`src/rtl/pipe_ctrl.sv`:
```
// pipe_ctrl: hazard and redirect controller for a 5-stage in-order pipeline.
//
// Purpose:
//   Produces per-stage hold (stall_o) and bubble (flush_o) vectors, a one-cycle
//   PC redirect strobe, saturating stall/flush performance counters and a
//   sticky data-memory timeout flag. It arbitrates between data-memory stalls,
//   taken branches, load-use hazards and fetch stalls.
//
// Ports:
//   clk, rst                     rising-edge clock, synchronous active-high reset
//   id_reg1_read/id_reg2_read    decode stage reads rs1/rs2
//   id_reg1_addr/id_reg2_addr    decode source register addresses
//   ex_is_load, ex_wreg, ex_wd   EX instruction is a load / writes rd / rd index
//   ex_branch_taken/_target      EX resolved a taken control transfer and its target
//   if_req_stall, mem_req_stall  fetch not ready / data memory busy
//   stall_o[5:0]                 hold: PC, IF/ID, ID/EX, EX/MEM, MEM/WB, reserved
//   flush_o[1:0]                 bubble: IF/ID, ID/EX
//   redirect_o, redirect_pc_o    PC load strobe and PC value
//   state_o, timeout_err_o       FSM state, sticky memory-timeout flag
//   stall_cnt_o, flush_cnt_o     saturating counters of stall/flush cycles
module pipe_ctrl #(
  parameter int MEM_TIMEOUT = 255,
  parameter int CNT_W       = 16
) (
  input  logic              clk,
  input  logic              rst,
  input  logic              id_reg1_read,
  input  logic              id_reg2_read,
  input  logic [4:0]        id_reg1_addr,
  input  logic [4:0]        id_reg2_addr,
  input  logic              ex_is_load,
  input  logic              ex_wreg,
  input  logic [4:0]        ex_wd,
  input  logic              ex_branch_taken,
  input  logic [31:0]       ex_branch_target,
  input  logic              if_req_stall,
  input  logic              mem_req_stall,
  output logic [5:0]        stall_o,
  output logic [1:0]        flush_o,
  output logic              redirect_o,
  output logic [31:0]       redirect_pc_o,
  output logic [1:0]        state_o,
  output logic              timeout_err_o,
  output logic [CNT_W-1:0]  stall_cnt_o,
  output logic [CNT_W-1:0]  flush_cnt_o
);

  localparam logic [1:0] RUN     = 2'd0;
  localparam logic [1:0] MEMWAIT = 2'd1;
  localparam logic [1:0] REDIR   = 2'd2;
  localparam logic [1:0] LDSTALL = 2'd3;

  localparam int MW = (MEM_TIMEOUT < 1) ? 1 : $clog2(MEM_TIMEOUT + 1);
  localparam logic [MW-1:0] MEM_MAX = MW'(MEM_TIMEOUT);

  logic [1:0]       state_q, state_d;
  logic             pend_q, pend_d;
  logic [31:0]      pend_pc_q, pend_pc_d;
  logic [CNT_W-1:0] stall_cnt_q, stall_cnt_d;
  logic [CNT_W-1:0] flush_cnt_q, flush_cnt_d;
  logic [MW-1:0]    mem_cnt_q, mem_cnt_d;
  logic             timeout_q, timeout_d;

  logic [5:0] stall_c;
  logic [1:0] flush_c;
  logic       redirect_c;
  logic       load_use;
  logic       branch_ok;

  assign load_use = ex_is_load && ex_wreg && (ex_wd != 5'd0) &&
                    ((id_reg1_read && (id_reg1_addr == ex_wd)) ||
                     (id_reg2_read && (id_reg2_addr == ex_wd)));

  // In REDIR and LDSTALL the EX slot already holds a bubble, so a branch
  // indication there is stale and must not be captured.
  assign branch_ok = ex_branch_taken && ((state_q == RUN) || (state_q == MEMWAIT));

  always_comb begin
    state_d    = state_q;
    pend_d     = pend_q;
    pend_pc_d  = pend_pc_q;
    stall_c    = 6'b000000;
    flush_c    = 2'b00;
    redirect_c = 1'b0;

    if (mem_req_stall) begin
      // Freeze everything up to MEM/WB; a branch seen now is remembered and
      // replayed as a redirect once memory releases the pipeline.
      stall_c = 6'b011111;
      state_d = MEMWAIT;
      if (branch_ok && !pend_q) begin
        pend_d    = 1'b1;
        pend_pc_d = ex_branch_target;
      end
    end else begin
      case (state_q)
        RUN, MEMWAIT: begin
          if (pend_q) begin
            // Only reachable leaving MEMWAIT: the deferred redirect fires next.
            state_d = REDIR;
          end else if (ex_branch_taken) begin
            flush_c   = 2'b11;
            pend_d    = 1'b1;
            pend_pc_d = ex_branch_target;
            state_d   = REDIR;
          end else if (load_use) begin
            stall_c = 6'b000011;
            flush_c = 2'b10;
            state_d = LDSTALL;
          end else begin
            state_d = RUN;
            if (if_req_stall) begin
              stall_c = 6'b000001;
              flush_c = 2'b01;
            end
          end
        end
        REDIR: begin
          redirect_c = 1'b1;
          flush_c    = 2'b01;
          pend_d     = 1'b0;
          state_d    = RUN;
        end
        default: begin
          state_d = RUN;
        end
      endcase
    end

    // Control outputs stay quiet while reset is held, whatever the inputs do.
    if (rst) begin
      stall_c    = 6'b000000;
      flush_c    = 2'b00;
      redirect_c = 1'b0;
    end
  end

  always_comb begin
    stall_cnt_d = stall_cnt_q;
    flush_cnt_d = flush_cnt_q;
    mem_cnt_d   = '0;
    if ((stall_c != 6'b000000) && !(&stall_cnt_q)) begin
      stall_cnt_d = stall_cnt_q + CNT_W'(1);
    end
    if ((flush_c != 2'b00) && !(&flush_cnt_q)) begin
      flush_cnt_d = flush_cnt_q + CNT_W'(1);
    end
    // Run length of consecutive memory stalls, saturating at the limit.
    if (mem_req_stall) begin
      mem_cnt_d = (mem_cnt_q >= MEM_MAX) ? mem_cnt_q : mem_cnt_q + MW'(1);
    end
    timeout_d = timeout_q || (mem_cnt_d >= MEM_MAX);
  end

  always_ff @(posedge clk) begin
    if (rst) begin
      state_q     <= RUN;
      pend_q      <= 1'b0;
      pend_pc_q   <= 32'd0;
      stall_cnt_q <= '0;
      flush_cnt_q <= '0;
      mem_cnt_q   <= '0;
      timeout_q   <= 1'b0;
    end else begin
      state_q     <= state_d;
      pend_q      <= pend_d;
      pend_pc_q   <= pend_pc_d;
      stall_cnt_q <= stall_cnt_d;
      flush_cnt_q <= flush_cnt_d;
      mem_cnt_q   <= mem_cnt_d;
      timeout_q   <= timeout_d;
    end
  end

  assign stall_o       = stall_c;
  assign flush_o       = flush_c;
  assign redirect_o    = redirect_c;
  assign redirect_pc_o = pend_pc_q;
  assign state_o       = state_q;
  assign timeout_err_o = timeout_q;
  assign stall_cnt_o   = stall_cnt_q;
  assign flush_cnt_o   = flush_cnt_q;

endmodule

```
`config.mk`:
```
export PLATFORM = sky130hd
export DESIGN_NAME = pipe_ctrl
export DESIGN_NICKNAME = d
export VERILOG_FILES = /design/src/rtl/pipe_ctrl.sv
export SDC_FILE = /design/constraint.sdc
export NUM_CORES = 1
export LEC_CHECK = 0
export BUFFER_PORTS_ARGS = -buffer_cell sky130_fd_sc_hd__buf_2
export CORE_ASPECT_RATIO = 1.5
export CORE_UTILIZATION = 49
export CTS_CLUSTER_DIAMETER = 100
export DETAILED_ROUTE_END_ITERATION = 8
export GPL_TIMING_DRIVEN = 0
export HOLD_SLACK_MARGIN = 0.12
export PLACE_DENSITY = 0.88
export SYNTH_ARGS = -nofsm -noshare
export SYNTH_HDL_FRONTEND = slang
export SYNTH_SLANG_ARGS = --single-unit
```
`constraint.sdc`:
```
create_clock -name clk -period 2.4 [get_ports clk]
set_input_delay 0.48 -clock clk [delete_from_list [all_inputs] [get_ports clk]]
set_output_delay 0.48 -clock clk [all_outputs]
set_load 0.02 [all_outputs]
```
After elaboration in Yosys (flattened, before gate mapping)
Index checks and enable logic that the tools add are counted.
Widths: inputs -> output; s select.

word-level totals
  flip-flop bits (word level) = 76
  input bits = 56
  output and inout port bits = 76
  logic and storage cells = 82

cells by class
  add/sub/neg operators = 3
  $lt $le $gt $ge = 2
  equality and inequality tests = 6
  mux-type cells = 34
  bitwise logic cells = 1
  reductions and logical operators = 28

operators with widths
  cell                   number
  $mux 32                5
  $add 16x1->16 const B  2
  $reduce_and 16->1      2
  $mux 2                 12
  $ge 8x8->1 const B     2
  $mux 8                 2
  $mux 1                 11
  $eq 5x5->1             2
  $logic_and 1x1->1      9
  $add 8x1->8 const B    1
  $mux 6                 1
  $reduce_bool 2->1      3
  $reduce_bool 6->1      1
  $mux 5                 1
  $reduce_bool 5->1      1
  $pmux 2 s2             1
  $reduce_and 4->1       1
  $logic_not 1->1        3
  $logic_or 1x1->1       3
  $reduce_bool 3->1      1
  $reduce_or 3->1        1
  $eq 2x1->1 const B     1
  $eq 2x2->1 const B     1
  $logic_not 2->1        1
  other kinds (6)        6

Longest topological paths before layout
Gate-level depths: netlist of the first run.

  word-level depth = 12
  gate-level depth with buffers = 9

Least setup slack after synthesis of the first run
No wires, ideal clock.

  kind = input -> output
  from = input ex_wd[0]
  to = output flush_o[0]
  arrival = 2.001 ns
  required time = 1.920 ns
  slack = -0.081 ns
  stages = 4
  cell sequence = or3_1 -> o311a_4 -> and2_1 -> a221oi_1

between the ends
  word-level cells in the longest chain between the ends = 10

RTL lines
  what                                  line    source
  start, declared                       33      input logic [4:0] ex_wd,
  $eq 5x5->1 (on tied branches)         71, 72
  $logic_and 1x1->1 (on tied branches)  71, 72
  $logic_or 1x1->1                      71      ((id_reg1_read && (id_reg1_addr == ex_wd)) ||
  $logic_and 1x1->1 *                   70      assign load_use = ex_is_load && ex_wreg && (ex_wd != 5'd0) &&
  $mux 2 *                              106     end else if (load_use) begin
  $mux 2 *                              101     end else if (ex_branch_taken) begin
  $mux 2 *                              98      if (pend_q) begin
  $pmux 2 s2 *                          96      case (state_q)
  $mux 2 *                              86      if (mem_req_stall) begin
  $mux 2 *                              131     if (rst) begin
  end, declared                         39      output logic [1:0] flush_o,

Every way passes the cells marked *; elsewhere a longest branch is shown, timed or not.

Worst setup path after layout of the first run
  from = input ex_wd[2]
  to = output flush_o[0]

The elaborated chain is that of the path after synthesis.

==> flow_metrics.env, run 1 <==
export IMPL_status="finished clean"
export IMPL_yosysSeqAreaShare_pct=42.40
export IMPL_path_clk_slew_ns=0.08
export IMPL_firstDrtPassIters=5
export IMPL_crit_arrival_ns=1.88
export IMPL_cts_htree_levels=3
export IMPL_synth_area_mm2=0.003588
export IMPL_fp_dieW_um=71.87
export IMPL_crit_type="input port to output pin"
export IMPL_yosys_warnings=0
export IMPL_drive_above_1_share_pct=28.93
export IMPL_critical_path_startpoint_type="input port"
export IMPL_clk_latency_ns=0.35
export IMPL_nets=645
export IMPL_syn_area_per_cell_um2=8.100
export IMPL_crit_chain="buf_8 > or3_4 > o311a_4 > and2_4 > a221oi_2 > buf_4"
export IMPL_fmax_mhz=423.7
export IMPL_maxCapViolCount=0
export IMPL_clock_sinks=76
export IMPL_ys_seq_elements=76
export IMPL_grt_pass1_wl_um=15290
export IMPL_numCtsBuffers=9
export IMPL_fin_crit_sh_pct=98.34
export IMPL_fp_dieArea_mm2=0.007676
export IMPL_clkPwrFrac_pct=36.7
export IMPL_hold_buffers=0
export IMPL_synth_edff_count=0
export IMPL_grt_overflow=0
export IMPL_antenna_cells=0
export IMPL_synthFlopType="dfxtp_1"
export IMPL_synth_cell_types=57
export IMPL_power_switching_uw=743.4
export IMPL_stdcell_area_mm2=0.004617
export IMPL_grt_pass1_vias=3488
export IMPL_critPathMaxStageDelay_ns=0.37
export IMPL_drt_iter0_drc=155
export IMPL_multi_input_area_mm2=0.001948
export IMPL_area_growth_pct=28.66
export IMPL_core_mm2=0.006990
export IMPL_root_buffer="clkbuf_8"
export IMPL_antenna_found_initial=0
export IMPL_cts_buffer_depth=2
export IMPL_rsz0062_at_grt="true"
export IMPL_syn_num_nets=502
export IMPL_n_fill_cell=585
export IMPL_rows=37
export IMPL_io_pins=132
export IMPL_postSynth_asyncResetShare_pct=0
export IMPL_cp_end_kind="output pin"
export IMPL_p_total_uw=2696
export IMPL_drtAntennaViolNets=0
export IMPL_post_route_drc_count=0
export IMPL_synth_top_cell_area_share_pct=42.40
export IMPL_ir_drop_mv=0.3160
export IMPL_wire_per_inst_um=13.66
export IMPL_die_y_um=106.8
export IMPL_vias_per_cell=5.423
export IMPL_hold_viol=0
export IMPL_setup_viol=0
export IMPL_clock_skew_ns=0.009595
export IMPL_register_area_mm2=0.001521
export IMPL_dpl_hpwl_um=6916
export IMPL_synth_area_leaders="dfxtp_1, nand2_1, a21oi_1, xnor2_1, nor2_1"
export IMPL_final_max_slew_violation_count=0
export IMPL_gp_congestion=0.8616
export IMPL_cp_slowest_cell="or3_4"
export IMPL_worstMarginPinSlew_ns=0.6805
export IMPL_p_sw_share_pct=27.57
export IMPL_io_buffers=130
export IMPL_final_common_cell="buf_2"
export IMPL_relSlewSlack_pct=54.28
export IMPL_seqPwrFrac_pct=49.3
export IMPL_fin_crit_ns=2.360
export IMPL_hold_path_class="input port to flop"
export IMPL_syn_inst=443
export IMPL_initial_utilization_pct=51.33
export IMPL_track_usage_pct=25.10
export IMPL_grt_max_degree=14
export IMPL_via_count=3731
export IMPL_routed_wirelength_um=9395
export IMPL_path_max_fanout=4
export IMPL_required_ns=1.92
export IMPL_comb_power_share_pct=14.0
export IMPL_p_int_uw=1953
export IMPL_synth_top_cell_by_area="dfxtp_1"
export IMPL_cts_tree="done"
export IMPL_final_cell_mix="buf_2, nand2_1, dfxtp_1, a21oi_1, nor2_1"
export IMPL_placed_area_mm2=0.004367
export IMPL_leakage_uw=0.002031
export IMPL_p_per_area_mw_per_mm2=584.0
==> power groups by stage <==
stage                     clock, uW  combinational (uW)  sequential (uW)
after global placement            0                 353             1360
after detailed placement          0                 365             1360
final                           989                 377             1330
after CTS                      1010                 373             1330
after global routing           1060                 410             1340
after floorplan                   0                 172             1410
==> metal layers <==
layer  vias up  wire [um]  track usage (%)
met5         -          0                0
met4         0        233            10.92
met3        20        533            6.109
met2       135       4864            45.62
met1      1730       3764            27.06
li1       1846          -                -
==> critical path, delay by kind of cell <==
kind	cells	cell delay [ns]
buffers and inverters	2	0.28
AOI/OAI and AO/OA	2	0.56
and+or+nand+nor	2	0.55
==> logic make-up after synthesis <==
logic type / synth area share (%)
XOR/XNOR: 5.369
AND/OR/NAND/NOR: 27.34
other: 0.1045
AO/OA/AOI/OAI: 18.45
multiplexers: 1.395
flip-flops: 42.40
buffers and inverters: 3.905
adder cells (fa/ha/maj): 1.046
==> metrics by stage <==
step	worst slack, ns	setup TNS [ns]	hold slack (ns)	cells	util (%)
CTS	0.006458	0	0.3465	688	65.89
global route	-0.0003804	-0.0003804	0.3550	688	66.05
finish	0.03986	0	0.3605	688	66.05
detailed placement	-0.07507	-0.1413	0.4444	670	62.47
global placement	-0.08327	-0.1109	0.4392	670	62.47
floorplan	0.1110	0	0.4694	443	-
==> cell type report <==
type	count	area share, %
Multi-Input combinational cell	336	42.20
Sequential cell	76	32.95
Timing Repair Buffer	132	14.82
Clock buffer	10	2.981
Tap cell	97	2.629
Buffer	20	2.141
Clock inverter	6	1.382
Inverter	11	0.8943
==> path summary, 6_finish.rpt <==
check                             from           endpoint  slack, ns  cells past startpoint
hold reg to reg      redirect_pc_o[16]  redirect_pc_o[16]       0.46                      2
hold / removal    ex_branch_target[16]  redirect_pc_o[16]       0.36                      3
setup / recovery              ex_wd[2]         flush_o[0]       0.04                      6
setup reg to reg        stall_cnt_o[3]     stall_cnt_o[3]       0.18                      8
==> registers in the layout, summed over array words and instances (netlist names) <==
register,count
state_o,2
timeout_err_o,1
redirect_pc_o,32
stall_cnt_o,16
pend_q,1
mem_cnt_q,8
flush_cnt_o,16
==> synthesized netlist by cell type (4+ instances only) <==
cell type,number
a211oi_1,4
a21oi_1,51
and4_1,5
buf_4,4
clkbuf_1,13
dfxtp_1,76
inv_1,11
mux2i_1,5
nand2_1,97
nand3_1,16
nand4_1,9
nor2_1,28
nor3_1,7
o211ai_1,5
o21ai_0,18
o31ai_1,5
or3_1,8
xnor2_1,17
xor2_1,5
==> what timing repair did <==
action / 4_1_cts / 5_1_grt
resized for setup: 6 / 3
hold endpoints to repair: 0 / 0
endpoints found under the setup margin: 2 / 4
pin swaps: 3 / 1
buffers inserted: 2 / 0
Note: power is estimated with default switching activity, not from simulation.
==> run 2, diff against run 1 <==
--- a/config.mk
+++ b/config.mk
@@ -12,6 +12,7 @@
 export DETAILED_ROUTE_END_ITERATION = 8
 export GPL_TIMING_DRIVEN = 0
 export HOLD_SLACK_MARGIN = 0.12
+export MAX_ROUTING_LAYER = met4
 export PLACE_DENSITY = 0.88
 export SYNTH_ARGS = -nofsm -noshare
 export SYNTH_HDL_FRONTEND = slang
==> run 2 against run 1 <==
  * Fmax about the same
  * Clock power about the same
  * Clock-buffer cell count unchanged
  * Final cell count unchanged
  * Sequential share of layout area stayed put
  * Critical path depth unchanged
  * Sequential power is essentially flat
  * Largest power group unchanged
  * Combinational power about the same
==> flow_metrics.env, run 2 (synthesis gave the netlist of run 1 again) <==
export IMPL_grt_pass1_wl_um=15280
export IMPL_p_int_uw=1953
export IMPL_cp_slowest_cell="or3_4"
export IMPL_layout_setup_ws_ns=0.03779
export IMPL_cp_end_kind="output pin"
export IMPL_fin_crit_sh_pct=98.43
export IMPL_r2r_start="stall_cnt_o[3]"
export IMPL_crit_type="input port to output pin"
export IMPL_worst_path_stages=6
export IMPL_clock_sinks=76
export IMPL_path_max_fanout=4
export IMPL_gp_congestion=0.8754
export IMPL_core_mm2=0.006990
export IMPL_fin_crit_ns=2.362
export IMPL_post_route_drc_count=0
export IMPL_crit_chain="buf_8 > or3_4 > o311a_4 > and2_4 > a221oi_2 > buf_4"
export IMPL_fp_dieW_um=71.87
export IMPL_cp_buffers_inverters=2
export IMPL_ir_drop_mv=0.3185
export IMPL_cts_htree_levels=3
export IMPL_numCtsBuffers=9
export IMPL_pre_cts_ws_ns=-0.07507
export IMPL_crit_family="compound AO/OA/AOI/OAI gates"
export IMPL_fin_setup_tns_ns=0
export IMPL_path_clk_slew_ns=0.08
export IMPL_leakage_uw=0.002031
export IMPL_worstRegToRegCells=8
export IMPL_power_switching_uw=745.7
export IMPL_critPathMaxStageDelay_ns=0.37
export IMPL_cts_buffer_depth=2
export IMPL_min_from="ex_branch_target[16]"
export IMPL_crit_arrival_ns=1.88
export IMPL_n_fill_cell=585
export IMPL_comb_power_share_pct=14.0
export IMPL_grt_max_degree=14
export IMPL_largest_register_ffs=32
export IMPL_final_common_cell="buf_2"
export IMPL_setup_viol=0
export IMPL_worstMarginPinSlew_ns=0.6729
export IMPL_min_delay_path_depth=3
export IMPL_hold_viol=0
export IMPL_grt_pass1_vias=3491
export IMPL_drt_iter0_drc=140
export IMPL_io_pins=132
export IMPL_fp_dieArea_mm2=0.007676
export IMPL_p_sw_share_pct=27.63
export IMPL_drive_above_1_share_pct=28.93
export IMPL_area_growth_pct=28.66
export IMPL_antenna_cells=0
export IMPL_critical_path_startpoint_type="input port"
export IMPL_rsz0062_at_grt="true"
export IMPL_clk_latency_ns=0.35
export IMPL_relSlewSlack_pct=54.79
export IMPL_nets=645
export IMPL_final_max_slew_violation_count=0
export IMPL_clock_skew_ns=0.009125
export IMPL_root_buffer="clkbuf_8"
export IMPL_required_ns=1.92
export IMPL_worst_r2r_setup_slack_ns=0.16
export IMPL_rows=37
export IMPL_io_buffers=130
export IMPL_hold_path_class="input port to flop"
export IMPL_via_count=3727
export IMPL_antenna_found_initial=0
export IMPL_drtAntennaViolNets=0
export IMPL_track_usage_pct=25.77
export IMPL_cts_tree="done"
export IMPL_wire_per_inst_um=13.65
export IMPL_vias_per_cell=5.417
export IMPL_initial_utilization_pct=51.33
export IMPL_firstDrtPassIters=4
export IMPL_dpl_hpwl_um=6916
export IMPL_clkPwrFrac_pct=36.7
export IMPL_cp_startpoint="ex_wd[2]"
export IMPL_status="finished clean"
export IMPL_final_cell_mix="buf_2, nand2_1, dfxtp_1, a21oi_1, nor2_1"
export IMPL_fmax_mhz=423.3
export IMPL_seqPwrFrac_pct=49.3
export IMPL_p_per_area_mw_per_mm2=584.5
export IMPL_maxCapViolCount=0
export IMPL_grt_overflow=0
export IMPL_die_y_um=106.8
export IMPL_routed_wirelength_um=9389
[run 2: power by group through the flow]
| stage | clock network, uW | logic, uW | registers [uW] |
|---|---|---|---|
| final | 992 | 376 | 1330 |
| after global placement | 0 | 353 | 1360 |
| after floorplan | 0 | 172 | 1410 |
| after detailed placement | 0 | 365 | 1360 |
| after CTS | 1010 | 373 | 1330 |
| after global routing | 1060 | 410 | 1340 |
[run 2: worst paths after layout]
kind                                           to
worst max register to register     stall_cnt_o[3]
worst min register to register  redirect_pc_o[16]
worst max-delay path                   flush_o[0]
worst min-delay path            redirect_pc_o[16]
[run 2: tightest hold or removal path, stage by stage]
cell and delay (ns):
buf_2 0.09, nand2_1 0.04, a21oi_1 0.05
[run 2: metal layers]
layer / track usage [%] / wire [um] / part of all wire [%] / vias to the layer above
li1: - / - / - / 1840
met1: 27.12 / 3777 / 40 / 1735
met2: 45.62 / 4857 / 52 / 132
met3: 5.921 / 514 / 5.5 / 20
met4: 10.92 / 240 / 2.6 / 0
met5: - / 0 / 0 / -
[run 2: through the flow]
| stage | utilization (%) | hold WS, ns | cell area [um2] | cells | power [uW] |
|---|---|---|---|---|---|
| final | 66.05 | 0.3611 | 4617 | 688 | 2699 |
| after global routing | 66.05 | 0.3550 | 4617 | 688 | 2808 |
| after CTS | 65.89 | 0.3465 | 4606 | 688 | 2713 |
| after detailed placement | 62.47 | 0.4444 | 4367 | 670 | 1725 |
| after global placement | 62.47 | 0.4392 | 4367 | 670 | 1710 |
| after floorplan | - | 0.4694 | 3595 | 443 | 1579 |
[run 2: what timing repair did]
action,4_1_cts,5_1_grt
gates resized for setup,6,3
hold buffers,0,0
endpoints found under the setup margin,2,4
setup buffers,2,0
pin swaps,3,1
[run 2: final cells by class]
| type | count | area, um2 | area share, % |
|---|---|---|---|
| Multi-Input combinational cell | 336 | 1948 | 42.20 |
| Sequential cell | 76 | 1521 | 32.95 |
| Buffer | 20 | 98.84 | 2.141 |
| Clock buffer | 10 | 137.6 | 2.981 |
| Inverter | 11 | 41.29 | 0.8943 |
| Clock inverter | 6 | 63.81 | 1.382 |
| Tap cell | 97 | 121.4 | 2.629 |
| Timing Repair Buffer | 132 | 684.4 | 14.82 |
==> run 3, diff against run 2 <==
--- a/config.mk
+++ b/config.mk
@@ -14,6 +14,8 @@
 export HOLD_SLACK_MARGIN = 0.12
 export MAX_ROUTING_LAYER = met4
 export PLACE_DENSITY = 0.88
+export RECOVER_POWER = 25
+export SLEW_MARGIN = 30
 export SYNTH_ARGS = -nofsm -noshare
 export SYNTH_HDL_FRONTEND = slang
 export SYNTH_SLANG_ARGS = --single-unit
==> constraint.sdc (replaced) <==
create_clock -name clk -period 2.7 [get_ports clk]
set_input_delay 0.54 -clock clk [delete_from_list [all_inputs] [get_ports clk]]
set_output_delay 0.54 -clock clk [all_outputs]
set_load 0.02 [all_outputs]
==> run 3 against run 2 <==
  * Worst setup slack barely moved
  * Largest cell class unchanged
  * Non-clock buffer count decreased by 2
  * Largest power group unchanged
  * Global-route usage fell by 0.44 points
  * Power down 13%
==> flow_metrics.env, run 3 (synthesis gave the netlist of run 1 again) <==
export IMPL_worstMarginPinSlew_ns=0.5977
export IMPL_p_per_area_mw_per_mm2=518.7
export IMPL_antenna_found_initial=0
export IMPL_placed_cells=670
export IMPL_post_route_drc_count=0
export IMPL_setup_viol=0
export IMPL_critical_path_startpoint_type="input port"
export IMPL_leakage_uw=0.001866
export IMPL_required_ns=2.16
export IMPL_crit_type="input port to output pin"
export IMPL_grt_max_degree=14
export IMPL_final_cell_mix="nand2_1, buf_2, dfxtp_1, a21oi_1, clkbuf_1"
export IMPL_drive_above_1_share_pct=22.07
export IMPL_vias_per_cell=5.392
export IMPL_root_buffer="clkbuf_8"
export IMPL_area_growth_pct=25.73
export IMPL_placed_area_mm2=0.004360
export IMPL_fin_crit_sh_pct=98.61
export IMPL_io_pins=132
export IMPL_path_max_fanout=7
export IMPL_final_cells=686
export IMPL_firstDrtPassIters=5
export IMPL_final_max_slew_violation_count=0
export IMPL_p_total_uw=2340
export IMPL_status="finished clean"
export IMPL_rows=37
export IMPL_track_usage_pct=25.33
export IMPL_fin_crit_ns=2.662
export IMPL_min_from="ex_branch_target[14]"
export IMPL_cp_startpoint="ex_wd[0]"
export IMPL_fin_setup_tns_ns=0
export IMPL_largest_register_ffs=32
export IMPL_cp_end_kind="output pin"
export IMPL_hold_path_class="input port to flop"
export IMPL_relSlewSlack_pct=59.73
export IMPL_cts_buffer_depth=2
export IMPL_hold_viol=0
export IMPL_fp_dieW_um=71.87
export IMPL_clk_latency_ns=0.35
export IMPL_via_count=3699
export IMPL_min_delay_path_depth=3
export IMPL_clock_skew_ns=0.008495
export IMPL_r2r_start="flush_cnt_o[0]"
export IMPL_initial_utilization_pct=51.33
export IMPL_final_common_cell="nand2_1"
export IMPL_maxCapViolCount=0
export IMPL_drt_iter0_drc=135
export IMPL_ir_drop_mv=0.3100
export IMPL_numCtsBuffers=9
export IMPL_cts_tree="done"
export IMPL_clock_sinks=76
export IMPL_drtAntennaViolNets=0
export IMPL_cts_htree_levels=3
export IMPL_grt_overflow=0
export IMPL_gp_congestion=0.8845
export IMPL_rsz0062_at_grt="false"
export IMPL_antenna_cells=0
export IMPL_io_buffers=130
export IMPL_grt_pass1_wl_um=15020
export IMPL_routed_wirelength_um=9182
export IMPL_nets=643
export IMPL_cts_setup_buffers=0
export IMPL_final_util_pct=64.54
export IMPL_wire_per_inst_um=13.38
export IMPL_dpl_hpwl_um=6958
export IMPL_stdcell_area_mm2=0.004512
export IMPL_fp_dieArea_mm2=0.007676
export IMPL_die_y_um=106.8
export IMPL_worstRegToRegCells=8
export IMPL_fmax_mhz=375.6
export IMPL_core_mm2=0.006990
export IMPL_crit_arrival_ns=2.12
export IMPL_path_clk_slew_ns=0.08
export IMPL_grt_pass1_vias=3537
[run 3: cell types whose count changed in the layout (fill, tap and decap cells not counted), moves of 2 or more]
cell / previous run / this run
clkbuf_1: 13 / 50
clkinvlp_4: 2 / 0
clkinv_2: 2 / 4
buf_4: 7 / 4
buf_2: 128 / 94
[run 3: final timing paths]
check | slack, ns | to
worst max-delay path | 0.04 | flush_o[0]
worst max register to register | 0.45 | flush_cnt_o[2]
worst min register to register | 0.46 | redirect_pc_o[6]
worst min-delay path | 0.42 | redirect_pc_o[14]
[run 3: per-layer routing]
| metal | routed length, um | GRT usage [%] |
|---|---|---|
| met5 | 0 | - |
| met4 | 193 | 10.92 |
| met3 | 561 | 6.109 |
| met2 | 4805 | 45.49 |
| met1 | 3622 | 25.82 |
[run 3: cell type report]
class	instances	area [um2]
clock buffer	9	123.9
sequential	76	1521
timing repair buffer	130	604.3
fill	620	2479
multi-input combinational	336	1933
tap	97	121.4
buffer	20	98.84
inverter	11	41.29
clock inverter	7	67.56
[run 3: where the power goes]
part	total (uW)	switching [uW]	internal [uW]
Sequential	1180	25.1	1160
Combinational	315	202	113
Clock	842	419	423
Total	2340	646	1690
[run 3: critical path: stages]
cell and delay (ns):
buf_2 0.12, or3_1 0.39, o311a_4 0.37, and2_1 0.23, a221oi_2 0.26, buf_2 0.20
[run 3: stage by stage]
step / hold WS (ns) / setup WS (ns)
after global routing: 0.4172 / 0.01629
after detailed placement: 0.4438 / -0.009132
after global placement: 0.4378 / 0.02417
after CTS: 0.4055 / 0.04198
after floorplan: 0.4694 / 0.09906
final: 0.4158 / 0.03752
[run 3: repair_timing]
| item | in CTS | in global routing |
|---|---|---|
| gates resized for setup | 1 | 0 |
| endpoints found under the setup margin | 1 | 0 |
| hold buffers | 0 | 0 |
